**src/rtl/i2c_txn_scheduler.sv**
```systemverilog
`default_nettype none
// =============================================================================
// Module   : i2c_txn_scheduler
// Brief    : Round-robin arbiter and command sequencer sharing one byte-level
//            I2C master engine between NUM_REQ register-access clients.
//            Optional macro I2C_TIMEOUT_EN adds a per-command watchdog.
// Revision : 1.0
// =============================================================================
module i2c_txn_scheduler #(
    parameter int NUM_REQ     = 4,
    parameter int TIMEOUT_CYC = 4096
) (
    input  logic                  clk,
    input  logic                  rst,
    input  logic [NUM_REQ-1:0]    req_valid,
    input  logic [NUM_REQ-1:0]    req_rw,
    input  logic [7*NUM_REQ-1:0]  req_dev,
    input  logic [8*NUM_REQ-1:0]  req_reg,
    input  logic [2*NUM_REQ-1:0]  req_len,
    input  logic [32*NUM_REQ-1:0] req_wdata,
    output logic [NUM_REQ-1:0]    req_done,
    output logic                  req_err,
    output logic [31:0]           rdata,
    output logic                  busy,
    output logic                  cmd_valid,
    input  logic                  cmd_ready,
    output logic [2:0]            cmd_op,
    output logic [7:0]            cmd_byte,
    input  logic                  rsp_valid,
    input  logic                  rsp_nack,
    input  logic [7:0]            rsp_byte,
    output logic                  timeout
);

    localparam int c_GW = $clog2(NUM_REQ);

    localparam logic [2:0] c_OP_START  = 3'd0;
    localparam logic [2:0] c_OP_RSTART = 3'd1;
    localparam logic [2:0] c_OP_WRITE  = 3'd2;
    localparam logic [2:0] c_OP_RACK   = 3'd3;
    localparam logic [2:0] c_OP_RNACK  = 3'd4;
    localparam logic [2:0] c_OP_STOP   = 3'd5;

    typedef enum logic [3:0] {
        S_IDLE   = 4'd0,
        S_START  = 4'd1,
        S_DEVW   = 4'd2,
        S_REG    = 4'd3,
        S_WDATA  = 4'd4,
        S_RSTART = 4'd5,
        S_DEVR   = 4'd6,
        S_RDATA  = 4'd7,
        S_STOP   = 4'd8,
        S_DONE   = 4'd9
    } state_t;

    state_t          r_state;
    logic [c_GW-1:0] r_rr;
    logic [c_GW-1:0] r_gnt;
    logic [6:0]      r_dev;
    logic [7:0]      r_reg;
    logic            r_rw;
    logic [1:0]      r_len;
    logic [31:0]     r_wdata;
    logic [1:0]      r_cnt;
    logic            r_err;
    logic            r_outst;

    logic [c_GW-1:0] w_gnt;
    logic            w_any;
    logic [1:0]      w_cnt_inc;
    logic [7:0]      w_wbyte;
    logic            w_is_wr;
    logic            w_tmo_hit;

    // Search starts at the round-robin pointer; the lowest offset wins.
    always_comb begin
        int k;
        w_any = 1'b0;
        w_gnt = '0;
        k     = 0;
        for (int i = NUM_REQ - 1; i >= 0; i--) begin
            k = int'(r_rr) + i;
            if (k >= NUM_REQ) k = k - NUM_REQ;
            if (req_valid[k]) begin
                w_any = 1'b1;
                w_gnt = c_GW'(k);
            end
        end
    end

    assign w_cnt_inc = r_cnt + 2'd1;
    assign w_wbyte   = r_wdata[{w_cnt_inc, 3'b000} +: 8];
    assign w_is_wr   = r_state inside {S_DEVW, S_REG, S_WDATA, S_DEVR};

`ifdef I2C_TIMEOUT_EN
    logic [15:0] r_tmo_cnt;
    logic        w_waiting;
    logic        w_progress;

    assign w_waiting  = cmd_valid | r_outst;
    assign w_progress = (cmd_valid & cmd_ready) | (r_outst & rsp_valid);
    assign w_tmo_hit  = w_waiting & ~w_progress & (r_tmo_cnt == 16'(TIMEOUT_CYC - 1));

    always_ff @(posedge clk or posedge rst) begin
        if (rst) begin
            r_tmo_cnt <= '0;
        end else if (!w_waiting || w_progress || w_tmo_hit) begin
            r_tmo_cnt <= '0;
        end else begin
            r_tmo_cnt <= r_tmo_cnt + 16'd1;
        end
    end
`else
    assign w_tmo_hit = 1'b0;
`endif

    always_ff @(posedge clk or posedge rst) begin
        if (rst) begin
            r_state   <= S_IDLE;
            r_rr      <= '0;
            r_gnt     <= '0;
            r_dev     <= '0;
            r_reg     <= '0;
            r_rw      <= 1'b0;
            r_len     <= '0;
            r_wdata   <= '0;
            r_cnt     <= '0;
            r_err     <= 1'b0;
            r_outst   <= 1'b0;
            req_done  <= '0;
            req_err   <= 1'b0;
            rdata     <= '0;
            busy      <= 1'b0;
            cmd_valid <= 1'b0;
            cmd_op    <= c_OP_START;
            cmd_byte  <= '0;
            timeout   <= 1'b0;
        end else begin
            req_done <= '0;
            req_err  <= 1'b0;
            timeout  <= 1'b0;
            if (cmd_valid && cmd_ready) begin
                cmd_valid <= 1'b0;
                r_outst   <= 1'b1;
            end
            if (w_tmo_hit) begin
                // Engine presumed hung, so no STOP is attempted.
                timeout         <= 1'b1;
                cmd_valid       <= 1'b0;
                r_outst         <= 1'b0;
                req_done[r_gnt] <= 1'b1;
                req_err         <= 1'b1;
                busy            <= 1'b0;
                r_state         <= S_DONE;
            end else begin
                case (r_state)
                    S_IDLE: begin
                        if (w_any) begin
                            r_gnt     <= w_gnt;
                            r_rw      <= req_rw[w_gnt];
                            r_dev     <= req_dev[7*int'(w_gnt) +: 7];
                            r_reg     <= req_reg[8*int'(w_gnt) +: 8];
                            r_len     <= req_len[2*int'(w_gnt) +: 2];
                            r_wdata   <= req_wdata[32*int'(w_gnt) +: 32];
                            r_err     <= 1'b0;
                            r_cnt     <= '0;
                            rdata     <= '0;
                            busy      <= 1'b1;
                            cmd_valid <= 1'b1;
                            cmd_op    <= c_OP_START;
                            cmd_byte  <= '0;
                            r_state   <= S_START;
                        end
                    end
                    S_DONE: begin
                        r_rr    <= (r_gnt == c_GW'(NUM_REQ - 1)) ? '0 : r_gnt + 1'b1;
                        r_state <= S_IDLE;
                    end
                    default: begin
                        if (r_outst && rsp_valid) begin
                            r_outst   <= 1'b0;
                            cmd_valid <= 1'b1;
                            if (w_is_wr && rsp_nack) begin
                                r_err    <= 1'b1;
                                cmd_op   <= c_OP_STOP;
                                cmd_byte <= '0;
                                r_state  <= S_STOP;
                            end else begin
                                case (r_state)
                                    S_START: begin
                                        cmd_op   <= c_OP_WRITE;
                                        cmd_byte <= {r_dev, 1'b0};
                                        r_state  <= S_DEVW;
                                    end
                                    S_DEVW: begin
                                        cmd_op   <= c_OP_WRITE;
                                        cmd_byte <= r_reg;
                                        r_state  <= S_REG;
                                    end
                                    S_REG: begin
                                        if (r_rw) begin
                                            cmd_op   <= c_OP_RSTART;
                                            cmd_byte <= '0;
                                            r_state  <= S_RSTART;
                                        end else begin
                                            cmd_op   <= c_OP_WRITE;
                                            cmd_byte <= r_wdata[7:0];
                                            r_cnt    <= '0;
                                            r_state  <= S_WDATA;
                                        end
                                    end
                                    S_WDATA: begin
                                        if (r_cnt == r_len) begin
                                            cmd_op   <= c_OP_STOP;
                                            cmd_byte <= '0;
                                            r_state  <= S_STOP;
                                        end else begin
                                            r_cnt    <= w_cnt_inc;
                                            cmd_op   <= c_OP_WRITE;
                                            cmd_byte <= w_wbyte;
                                        end
                                    end
                                    S_RSTART: begin
                                        cmd_op   <= c_OP_WRITE;
                                        cmd_byte <= {r_dev, 1'b1};
                                        r_state  <= S_DEVR;
                                    end
                                    S_DEVR: begin
                                        r_cnt    <= '0;
                                        cmd_op   <= (r_len == 2'd0) ? c_OP_RNACK : c_OP_RACK;
                                        cmd_byte <= '0;
                                        r_state  <= S_RDATA;
                                    end
                                    S_RDATA: begin
                                        rdata[{r_cnt, 3'b000} +: 8] <= rsp_byte;
                                        if (r_cnt == r_len) begin
                                            cmd_op   <= c_OP_STOP;
                                            r_state  <= S_STOP;
                                        end else begin
                                            r_cnt  <= w_cnt_inc;
                                            cmd_op <= (w_cnt_inc == r_len) ? c_OP_RNACK : c_OP_RACK;
                                        end
                                        cmd_byte <= '0;
                                    end
                                    S_STOP: begin
                                        cmd_valid       <= 1'b0;
                                        req_done[r_gnt] <= 1'b1;
                                        req_err         <= r_err;
                                        busy            <= 1'b0;
                                        r_state         <= S_DONE;
                                    end
                                    default: begin
                                        cmd_valid <= 1'b0;
                                        r_state   <= S_IDLE;
                                    end
                                endcase
                            end
                        end
                    end
                endcase
            end
        end
    end

endmodule
`default_nettype wire

```
**config.mk**
```make
export PLATFORM = sky130hd
export DESIGN_NAME = i2c_txn_scheduler
export DESIGN_NICKNAME = d
export VERILOG_FILES = /design/src/rtl/i2c_txn_scheduler.sv
export SDC_FILE = /design/constraint.sdc
export NUM_CORES = 1
export LEC_CHECK = 0
export ABC_AREA = 1
export BUFFER_PORTS_ARGS = -buffer_cell sky130_fd_sc_hd__buf_2
export CORE_ASPECT_RATIO = 0.7
export CORE_UTILIZATION = 51
export CTS_BUF_LIST = sky130_fd_sc_hd__clkbuf_16
export CTS_CLUSTER_DIAMETER = 150
export DETAILED_ROUTE_END_ITERATION = 10
export PLACE_DENSITY = 0.88
export SYNTH_ARGS = -nofsm -noshare
export SYNTH_HDL_FRONTEND = slang
export SYNTH_SLANG_ARGS = --single-unit
```
**constraint.sdc**
```tcl
create_clock -name clk -period 4.21 [get_ports clk]
set_clock_uncertainty 0.05 [all_clocks]
set_input_delay 0.2105 -clock clk [delete_from_list [all_inputs] [get_ports clk]]
set_output_delay 0.2105 -clock clk [all_outputs]
set_load 0.05 [all_outputs]
```
==> summary.md, run 1 <==
| Metric | Value |
|---|---|
| IO buf count | `266` |
| WP data required | `4.44 ns` |
| Drt wl/cell | `13.5 µm` |
| Die H | `105 µm` |
| Startpoint class of the critical path | `flip-flop` |
| Critical Path Fanout Max | `88` |
| Vias in the first global route | `7582` |
| Fillers | `1355` |
| Crit path top cell by count | `nand3_1` |
| Post-DR vias/cell | `5.17` |
| Crit end category | `flip-flop` |
| Critical register-to-register path startpoint | `r_rr[0]$_DFFE_PP0P_` |
| Mapped Avg Cell Area | `6.59 µm²` |
| First-pass GRT wire length | `35400 µm` |
| Final Hold Slack | `0.0252 ns` |
| Die ar. | `0.0156 mm²` |
| Detail Route Antenna Nets | `0` |
| Clk Latency, worst-skew pair | `0.35 ns` |
| Post-route insts no fill | `1597` |
| Total grt overflow | `0` |
| Hold violation total from the final report | `0` |
| Initial Util | `52.5%` |
| Clk sinks | `112` |
| Num rows | `37` |
| Number of remaining DRC errors | `0` |
| Initial DRC Count | `630` |
| Final period util | `83.9%` |
| Core area | `0.0147 mm²` |
| H-tree levels | `3` |
| Setup Viol. Count Final | `0` |
| Worst Setup Slack, final | `0.678 ns` |
| Register area share after synthesis | `36.3%` |
| CTS tree | `done` |
| Pleak | `5.45 nW` |
| Top cells by area, synth | `dfrtp_1 (36%), nand2_1 (16%), nand3_1 (14%), inv_1 (9.8%), or2_2 (3.9%)` |
| Yosys reg bits | `112` |
| Share of layout cells above drive strength 1 | `26.2%` |
| Nets | `1622` |
| Initial antenna violation count | `0` |
| Unique masters post-synth | `36` |
| DP HPWL | `16300 µm` |
| Post-synth top cells | `nand2_1 (334), nand3_1 (218), inv_1 (201)` |
| Power per standard cell area | `783 mW/mm²` |
| Crit-path max cell delay | `0.88 ns` |
| GRT Util Overall | `28.4%` |
| Main synth FF type | `dfrtp_1` |
| Global placement routability congestion | `0.941` |
| Ys async rst share | `100%` |
| Slew of the pin with the lowest slew margin | `0.994 ns` |
| DRT Wirelength | `21600 µm` |
| Fmax | `0.283 GHz` |
| R2R setup slack | `0.68 ns` |
| Post-synth top area share | `36.3%` |
| Final Util | `63.4%` |
| CTS root buf | `clkbuf_16` |
| Mapped Nets | `1397` |
| Post-CTS Setup Bufs | `0` |
| Cells after DPL | `1581` |
| TNS Setup | `0 ns` |
| Synth-to-Final Area Change | `20.9%` |
| Yosys warns | `0` |
| # diodes | `0` |
| Crit path DAT | `3.76 ns` |
| Cts repair resizes | `0` |
| Setup CP Type | `flip-flop to flip-flop` |
| Top-count cell post-synth | `nand2_1` |
| Outcome | `complete, no violations` |
| TritonCTS buffer count | `9` |
| Worst-case vdd ir drop | `417 µV` |
| RSZ-0062 raised after global routing | `false` |
| Clk buf depth | `2` |
| Die X | `149 µm` |
| Reg-to-Reg End | `r_wdata[22]$_DFFE_PP0P_` |
| Hold bufs inserted after CTS | `0` |
| First-pass DRT Iterations | `6` |
| Largest net degree at the start of global routing | `89` |
| Max stage delay cell, worst path | `nand2_4` |
| Maxcap violations | `0` |
| Hold WC Path Type | `input pin to asynchronous set/reset pin` |
| Number of synthesized flops with an enable pin | `0` |
| Depth of the most critical reg-to-reg path | `10` |
| Final Max Slew Viols | `0` |
| Leading registers by flop count | `r_wdata: 32 flops, rdata: 32 flops` |
| Cells after Synth | `1172` |
| Setup WS pre-CTS | `0.799 ns` |
| Routed vias | `8251` |
| CP cell instances | `nand2_1 -> nand3_1 -> nand2_1 -> inv_1 -> nand3_2 -> nand2_4 -> buf_4 -> or2_2 -> nand3_1 -> nand3_1` |
| Rel. slew slack | `33.7%` |
| Fin crit period | `3.53 ns` |
| Mapped cell area | `0.00772 mm²` |
| Yosys top cell by area | `dfrtp_1` |
| Worst-path clk slew | `0.07 ns` |
| Num ports | `268` |
-- metal layers --
layer  part of all wire (%)  global-route usage (%)  wire, µm  vias up
li1                       -                       -         -     4117
met1                     45                    38.0      9620     3745
met2                     47                    46.4     10200      338
met3                    5.9                    4.85      1280       51
met4                    2.3                    9.18       506        0
met5                      0                       0         0        -
-- cells in the final DEF, fill, tap and decap left out, types with 10 or more instances in the layout --
cell and n:
buf_2 266, o21ai_2 10, dfrtp_1 112, or2_1 14, nor2_1 39, o21ai_0 40
nor3_1 24, nand2_1 333, nand4_1 10, nand3_1 218, or2_2 48, inv_1 201
-- kinds of logic after synthesis --
| logic type | after synthesis | synth area share (%) |
|---|---|---|
| AND/OR/NAND/NOR | 699 | 41.0 |
| buffers and inverters | 263 | 13.9 |
| flip-flops | 112 | 36.3 |
| AO/OA/AOI/OAI | 88 | 7.31 |
| adder cells (fa/ha/maj) | 8 | 1.30 |
| XOR/XNOR | 1 | 0.113 |
| other | 1 | 0.0486 |
-- metrics by stage --
stage,total power [mW],cell area (µm²)
floorplan,5.52,7720
finish,7.32,9340
CTS,7.30,9340
detailed placement,6.47,9060
global placement,6.36,9060
global route,8.00,9340
-- final cells by class --
type	instances	area (µm²)	share of cell area (%)
well taps	195	244	2.61
multi-input cells	797	3850	41.3
clock inverters	7	56.3	0.603
clock buffers	9	225	2.41
flip-flops and latches	112	2800	30.0
repair buffers	274	1390	14.9
inverters	203	764	8.19
-- where the power goes --
part	switching (mW)	internal, mW	total (mW)
Combinational	3.19	1.47	4.66
Sequential	0.337	1.50	1.84
Clock	0.410	0.409	0.820
Total	3.94	3.38	7.32
-- critical path: cells and delay by family (launching register included) --
family | cells | cell delay (ns)
AND/OR/NAND/NOR | 8 | 2.22
flip-flops | 1 | 0.59
buffers and inverters | 2 | 0.53
-- worst max-delay path by stage --
stage,slack (ns),start,endpoint,cells after the start
final,0.68,r_rr[0]$_DFFE_PP0P_,r_wdata[22]$_DFFE_PP0P_,10
after global routing,0.38,r_rr[0]$_DFFE_PP0P_,r_wdata[23]$_DFFE_PP0P_,10
after CTS,0.79,r_rr[0]$_DFFE_PP0P_,r_wdata[29]$_DFFE_PP0P_,10
after detailed placement,0.80,r_rr[0]$_DFFE_PP0P_,r_wdata[22]$_DFFE_PP0P_,10
after global placement,0.94,r_state[2]$_DFFE_PP0P_,r_wdata[8]$_DFFE_PP0P_,8
after floorplan,0.99,rst,busy$_DFFE_PP0P_,1
No activity file was read; power rests on OpenSTA's default activity.
==> run 2: changes to the inputs <==
--- a/config.mk
+++ b/config.mk
@@ -8,11 +8,11 @@
 export ABC_AREA = 1
 export BUFFER_PORTS_ARGS = -buffer_cell sky130_fd_sc_hd__buf_2
 export CORE_ASPECT_RATIO = 0.7
-export CORE_UTILIZATION = 51
+export CORE_UTILIZATION = 46
 export CTS_BUF_LIST = sky130_fd_sc_hd__clkbuf_16
 export CTS_CLUSTER_DIAMETER = 150
 export DETAILED_ROUTE_END_ITERATION = 10
-export PLACE_DENSITY = 0.88
+export PLACE_DENSITY = 0.84
 export SYNTH_ARGS = -nofsm -noshare
 export SYNTH_HDL_FRONTEND = slang
 export SYNTH_SLANG_ARGS = --single-unit
==> constraint.sdc (replaced) <==
create_clock -name clk -period 3.1 [get_ports clk]
set_clock_uncertainty 0.05 [all_clocks]
set_input_delay 0.155 -clock clk [delete_from_list [all_inputs] [get_ports clk]]
set_output_delay 0.155 -clock clk [all_outputs]
set_load 0.05 [all_outputs]
==> run 2 against run 1 <==
  * Sequential power rose by 34%
  * Power rose by 38%
  * Register-to-register slack got worse by 0.06 ns
  * Critical path depth fell by 3
  * Largest cell class unchanged
  * Critical path type unchanged
  * Sequential share of layout area fell by 0.47 points
  * First-iteration DRC count fell by 9.2%
  * Die area rose by 11%
==> summary.md, run 2 (synthesized netlist as in run 1, its figures left out) <==
| Metric | Value |
|---|---|
| First-pass GRT wire length | `36800 µm (was 35400 µm)` |
| Clk Latency, worst-skew pair | `0.35 ns (about the same)` |
| Reg-to-Reg End | `cmd_op[0]$_DFFE_PP0P_ (was r_wdata[22]$_DFFE_PP0P_)` |
| Fillers | `1570 (was 1355)` |
| Number of remaining DRC errors | `0 (unchanged)` |
| Startpoint class of the critical path | `flip-flop (unchanged)` |
| Die H | `110 µm (was 105 µm)` |
| Clk sinks | `112 (unchanged)` |
| Post-CTS Setup Bufs | `0 (unchanged)` |
| H-tree levels | `3 (unchanged)` |
| Num ports | `268 (unchanged)` |
| DP HPWL | `17100 µm (was 16300 µm)` |
| Worst-case vdd ir drop | `755 µV (was 417 µV)` |
| Fmax | `0.403 GHz (was 0.283 GHz)` |
| R2R setup slack | `0.62 ns (was 0.68 ns)` |
| CTS root buf | `clkbuf_16 (unchanged)` |
| Sequential cell area | `0.00280 mm² (unchanged)` |
| Pleak | `5.50 nW (was 5.45 nW)` |
| Depth of the most critical reg-to-reg path | `7 (was 10)` |
| Critical register-to-register path startpoint | `r_state[2]$_DFFE_PP0P_ (was r_rr[0]$_DFFE_PP0P_)` |
| Maxcap violations | `0 (unchanged)` |
| Slew of the pin with the lowest slew margin | `0.848 ns (was 0.994 ns)` |
| Die ar. | `0.0173 mm² (was 0.0156 mm²)` |
| Leading registers by flop count | `r_wdata: 32 flops, rdata: 32 flops (unchanged)` |
| First-pass DRT Iterations | `5 (was 6)` |
| Most common cell after layout, fill and taps aside | `nand2_1 (unchanged)` |
| Dpl cell area | `0.00917 mm² (was 0.00906 mm²)` |
| Share of layout cells above drive strength 1 | `26.6% (was 26.2%)` |
| Setup Viol. Count Final | `0 (unchanged)` |
| Hold WC Path Type | `input pin to flip-flop (was input pin to asynchronous set/reset pin)` |
| DRT Wirelength | `21800 µm (was 21600 µm)` |
| Fin area | `0.00949 mm² (was 0.00934 mm²)` |
| Cts repair resizes | `0 (unchanged)` |
| Fin crit period | `2.48 ns (was 3.53 ns)` |
| Worst-path clk slew | `0.08 ns (was 0.07 ns)` |
| Total grt overflow | `0 (unchanged)` |
| Rel. slew slack | `43.0% (was 33.7%)` |
| Vias in the first global route | `7797 (was 7582)` |
| RSZ-0062 raised after global routing | `false (unchanged)` |
| Initial antenna violation count | `1 (was 0)` |
| TNS Setup | `0 ns (unchanged)` |
| Routed vias | `8194 (was 8251)` |
| Synth-to-Final Area Change | `22.8% (was 20.9%)` |
| Final period util | `80.0% (was 83.9%)` |
| Final Max Slew Viols | `0 (unchanged)` |
| Core area | `0.0163 mm² (was 0.0147 mm²)` |
| Crit end category | `flip-flop (unchanged)` |
| Critical Path Fanout Max | `17 (was 88)` |
| Commonest cells after routing, fill and taps aside | `nand2_1 (333), buf_2 (266), nand3_1 (218) (unchanged)` |
| Nets | `1630 (was 1622)` |
| Outcome | `complete, no violations (unchanged)` |
| Setup CP Type | `flip-flop to flip-flop (unchanged)` |
| Initial Util | `47.2% (was 52.5%)` |
| Post-DR vias/cell | `5.01 (was 5.17)` |
| Worst Setup SP | `r_state[2]$_DFFE_PP0P_ (was r_rr[0]$_DFFE_PP0P_)` |
| Crit path DAT | `2.67 ns (was 3.76 ns)` |
| Initial DRC Count | `572 (was 630)` |
| Hold path start | `cmd_ready` |
| WP data required | `3.30 ns (was 4.44 ns)` |
| Power per standard cell area | `1070 mW/mm² (was 783 mW/mm²)` |
| Worst Hold Path EP | `r_outst$_DFF_PP0_` |
| Hold violation total from the final report | `0 (unchanged)` |
| CTS tree | `done (unchanged)` |
| Hold depth | `3` |
| TritonCTS buffer count | `9 (unchanged)` |
| Area of the multi-input gates | `0.00385 mm² (unchanged)` |
| Largest net degree at the start of global routing | `54 (was 89)` |
| Drt wl/cell | `13.4 µm (was 13.5 µm)` |
| # diodes | `0 (unchanged)` |
| Die X | `157 µm (was 149 µm)` |
| Detail Route Antenna Nets | `0 (unchanged)` |
| Num rows | `39 (was 37)` |
| Clk buf depth | `2 (unchanged)` |
| GRT Util Overall | `26.4% (was 28.4%)` |
| Global placement routability congestion | `0.927 (was 0.941)` |
| IO buf count | `266 (unchanged)` |
run 2: cell count changes in the layout (fill, tap and decap cells not counted), sizes merged:
cell / previous run / this run
dlygate4sd3: 0 / 1
inv: 206 / 203
clkinv: 3 / 5
clkinvlp: 1 / 2
buf: 274 / 281
run 2: layout make-up:
type / count / area share, %
inverters: 203 / 8.07
flip-flops and latches: 112 / 29.5
well taps: 225 / 2.97
clock buffers: 9 / 2.37
repair buffers: 282 / 15.6
clock inverters: 7 / 0.818
multi-input cells: 797 / 40.6
run 2: what timing repair did:
item,4_1_cts,5_1_grt
setup endpoints to repair,0,0
endpoints found under the hold margin,22,0
hold buffers,1,0
run 2: worst max path at each step:
| stage | slack (ns) | to |
|---|---|---|
| after detailed placement | 0.66 | r_wdata[14]$_DFFE_PP0P_ |
| after global routing | 0.36 | r_wdata[14]$_DFFE_PP0P_ |
| after global placement | 0.74 | r_wdata[10]$_DFFE_PP0P_ |
| final | 0.62 | cmd_op[0]$_DFFE_PP0P_ |
| after CTS | 0.65 | r_wdata[14]$_DFFE_PP0P_ |
| after floorplan | 0.58 | rdata[0]$_DFFE_PP0P_ |
run 2: where the power goes:
group          internal (mW)  total [mW]  switching, mW
clock                  0.570        1.15          0.582
sequential              2.04        2.47          0.433
combinational           2.11        6.49           4.38
total                   4.72        10.1           5.40
run 2: critical path, cell delays in order (launching register included):
cell     delay (ns)
dfrtp_1        0.48
nor2_1         0.20
nand2_2        0.24
inv_1          0.16
nand2_2        0.25
o21ai_0        0.23
nand2_1        0.39
o31ai_1        0.38
run 2: through the flow:
stage	hold WS (ns)	power [mW]	std cells	utilization, %	worst slack (ns)
2_1_floorplan	0.268	7.49	1172	-	0.577
3_3_place_gp	0.159	8.83	1618	56.1	0.739
3_5_place_dp	0.173	8.95	1618	56.1	0.662
4_1_cts	0.0246	10.1	1635	58.0	0.645
5_1_grt	0.0218	11.1	1635	58.0	0.361
6_report	0.0295	10.1	1635	58.0	0.621
run 2: routing by layer:
metal | global-route usage [%] | share of wire, % | vias to the layer above
li1 | - | - | 4130
met1 | 36.2 | 45 | 3722
met5 | 0 | 0.060 | -
met4 | 6.86 | 1.9 | 2
met2 | 43.4 | 46 | 307
met3 | 3.96 | 6.5 | 33
==> run 3: changes to the inputs <==
==> constraint.sdc (replaced) <==
create_clock -name clk -period 2.2 [get_ports clk]
set_clock_uncertainty 0.05 [all_clocks]
set_input_delay 0.11 -clock clk [delete_from_list [all_inputs] [get_ports clk]]
set_output_delay 0.11 -clock clk [all_outputs]
set_load 0.05 [all_outputs]
==> run 3 against run 2 <==
  * The flow now finishes with violations (hold timing)
  * Utilization increased by 3.3 points
  * Sequential share of layout area down 1.6 points
  * Non-clock buffer count rose by 33
  * Register-to-register slack lost 0.56 ns
  * Combinational power up 66%
  * Cell count up 2.0%
  * Critical endpoint is now r_dev[3]$_DFFE_PP0P_
  * Via count grew 1.4%
  * Die area unchanged
  * Clock power increased by 36%
  * Worst hold slack worse by 0.033 ns
  * Sequential cell count is the same
  * Design area increased by 5.7%
==> summary.md, run 3 (synthesized netlist as in run 1, its figures left out) <==
| Metric | Value |
|---|---|
| Core area | `0.0163 mm² (unchanged)` |
| Worst Setup Slack, final | `0.0564 ns (was 0.621 ns)` |
| CP Capture Point | `r_dev[3]$_DFFE_PP0P_ (was cmd_op[0]$_DFFE_PP0P_)` |
| Rel. slew slack | `59.9% (was 43.0%)` |
| CTS tree | `done (unchanged)` |
| Number of remaining DRC errors | `0 (unchanged)` |
| Drt wl/cell | `13.9 µm (was 13.4 µm)` |
| # diodes | `0 (unchanged)` |
| Share of layout cells above drive strength 1 | `28.8% (was 26.6%)` |
| Clk Latency, worst-skew pair | `0.35 ns (about the same)` |
| Fin crit period | `2.14 ns (was 2.48 ns)` |
| First-pass GRT wire length | `36500 µm (was 36800 µm)` |
| Fin area | `0.0100 mm² (was 0.00949 mm²)` |
| Critical register-to-register path startpoint | `r_rr[0]$_DFFE_PP0P_ (was r_state[2]$_DFFE_PP0P_)` |
| Die X | `157 µm (unchanged)` |
| Critical Path Fanout Max | `15 (was 17)` |
| GRT Util Overall | `26.1% (was 26.4%)` |
| Outcome | `finished with violations (was complete, no violations)` |
| Post-route insts no fill | `1668 (was 1635)` |
| Cells after DPL | `1634 (was 1618)` |
| Max stage delay cell, worst path | `dfrtp_2 (was dfrtp_1)` |
| Routed vias | `8310 (was 8194)` |
| R2R setup slack | `0.06 ns (was 0.62 ns)` |
| Fmax | `0.467 GHz (was 0.403 GHz)` |
| Crit-path max cell delay | `0.43 ns (was 0.48 ns)` |
| Reg-to-Reg End | `r_dev[3]$_DFFE_PP0P_ (was cmd_op[0]$_DFFE_PP0P_)` |
| Initial DRC Count | `611 (was 572)` |
| Final period util | `97.4% (was 80.0%)` |
| Most common cell after layout, fill and taps aside | `nand2_1 (unchanged)` |
| TritonCTS buffer count | `9 (unchanged)` |
| Nets | `1664 (was 1630)` |
| Pleak | `5.74 nW (was 5.50 nW)` |
| WP data required | `2.38 ns (was 3.30 ns)` |
| Hold violation total from the final report | `1 (was 0)` |
| Depth of the most critical reg-to-reg path | `13 (was 7)` |
| Delay-heaviest family, CP | `simple AND/OR/NAND/NOR gates (unchanged)` |
| Slew of the pin with the lowest slew margin | `0.601 ns (was 0.848 ns)` |
| DRT Wirelength | `23100 µm (was 21800 µm)` |
| CP cell instances | `buf_12 -> inv_2 -> nand2_1 -> nand3_2 -> nand2_1 -> nand3_2 -> nand2_1 -> nand2_2 -> nand2_8 -> buf_12 -> or2_2 -> nand3_1 -> nand3_1 (was nor2_1 -> nand2_2 -> inv_1 -> nand2_2 -> o21ai_0 -> nand2_1 -> o31ai_1)` |
| CP Depth | `13 (was 7)` |
| Crit path top cell by count | `nand2_1 (was nand2_2)` |
| Worst-case vdd ir drop | `695 µV (was 755 µV)` |
| Die ar. | `0.0173 mm² (unchanged)` |
| Global placement routability congestion | `0.913 (was 0.927)` |
| Setup CP Type | `flip-flop to flip-flop (unchanged)` |
| Die H | `110 µm (unchanged)` |
| Synth-to-Final Area Change | `29.8% (was 22.8%)` |
| Clk buf depth | `2 (unchanged)` |
| Final Hold Slack | `-0.00330 ns (was 0.0295 ns)` |
| Setup WS pre-CTS | `0.0791 ns (was 0.662 ns)` |
| Num rows | `39 (unchanged)` |
| DP HPWL | `17000 µm (was 17100 µm)` |
| Vias in the first global route | `7737 (was 7797)` |
| Dpl cell area | `0.00938 mm² (was 0.00917 mm²)` |
| Clk sinks | `112 (unchanged)` |
| First-pass DRT Iterations | `5 (unchanged)` |
| Startpoint class of the critical path | `flip-flop (unchanged)` |
| Largest net degree at the start of global routing | `113 (was 54)` |
| Power per standard cell area | `1570 mW/mm² (was 1070 mW/mm²)` |
| Final Max Slew Viols | `0 (unchanged)` |
| Leading registers by flop count | `r_wdata: 32 flops, rdata: 32 flops (unchanged)` |
| Setup Viol. Count Final | `0 (unchanged)` |
| Failing checks | `hold timing` |
| Worst Path Buf+Inv | `3 (was 1)` |
| Initial Util | `47.2% (unchanged)` |
| Num ports | `268 (unchanged)` |
| Worst-path clk slew | `0.08 ns (about the same)` |
| Worst Setup SP | `r_rr[0]$_DFFE_PP0P_ (was r_state[2]$_DFFE_PP0P_)` |
| Crit end category | `flip-flop (unchanged)` |
| Maxcap violations | `0 (unchanged)` |
| Total grt overflow | `0 (unchanged)` |
| H-tree levels | `3 (unchanged)` |
| Initial antenna violation count | `0 (was 1)` |
| CTS root buf | `clkbuf_16 (unchanged)` |
| Hold WC Path Type | `input pin to flip-flop (unchanged)` |
| Crit path DAT | `2.32 ns (was 2.67 ns)` |
| Post-DR vias/cell | `4.98 (was 5.01)` |
| RSZ-0062 raised after global routing | `true (was false)` |
| IO buf count | `266 (unchanged)` |
| Detail Route Antenna Nets | `0 (unchanged)` |
| Commonest cells after routing, fill and taps aside | `nand2_1 (332), buf_2 (266), nand3_1 (214) (was nand2_1 (333), buf_2 (266), nand3_1 (218))` |
## run 3: worst min-delay path by stage
stage	start	end	slack, ns	cells after the start
after floorplan	rsp_byte[3]	rdata[19]$_DFFE_PP0P_	0.22	2
after global placement	rst	rdata[5]$_DFFE_PP0P_	0.28	3
after detailed placement	rst	req_err$_DFF_PP0_	0.29	3
after CTS	rsp_byte[4]	rdata[20]$_DFFE_PP0P_	0.0004	3
after global routing	rsp_byte[1]	rdata[17]$_DFFE_PP0P_	0.01	3
final	rsp_byte[1]	rdata[17]$_DFFE_PP0P_	-0.003	3
## run 3: metal layers
metal | global-route usage (%) | vias to the layer above | share of wire, %
met1 | 35.6 | 3826 | 46
li1 | - | 4199 | -
met2 | 44.0 | 262 | 48
met4 | 2.94 | 0 | 0.99
met5 | 0 | - | 0
met3 | 4.83 | 23 | 5.8
## run 3: power breakdown
part / total (mW) / switching [mW] / leakage (nW) / internal, mW
Combinational: 10.8 / 6.69 / 4.17 / 4.06
Sequential: 3.47 / 0.586 / 1.44 / 2.88
Clock: 1.56 / 0.783 / 0.139 / 0.780
## run 3: timing repair
action | CTS | global route
buffers inserted | 0 | 7
hold buffers | 5 | 0
endpoints found under the hold margin | 116 | 0
setup endpoints to repair | 0 | 73
gates resized for setup | 0 | 16
## run 3: final cells by class
cell class | instances | area [µm²]
fillers | 1500 | 6320
multi-input cells | 798 | 3920
flip-flops and latches | 112 | 2810
repair buffers | 315 | 1970
inverters | 203 | 766
well taps | 225 | 282
clock buffers | 9 | 225
clock inverters | 6 | 52.6
## run 3: metrics by stage
step | utilization (%) | setup TNS [ns] | power, mW
floorplan | - | 0 | 10.6
global placement | 57.4 | 0 | 12.9
detailed placement | 57.4 | 0 | 13.1
CTS | 59.4 | 0 | 14.7
global route | 61.3 | -2.42 | 17.2
finish | 61.3 | 0 | 15.8
## run 3: worst register-to-register path: stages, from the launching register on
cell	delay, ns
dfrtp_2	0.43
buf_12	0.14
inv_2	0.07
nand2_1	0.11
nand3_2	0.10
nand2_1	0.07
nand3_2	0.07
nand2_1	0.06
nand2_2	0.13
nand2_8	0.15
buf_12	0.19
or2_2	0.27
nand3_1	0.09
nand3_1	0.09
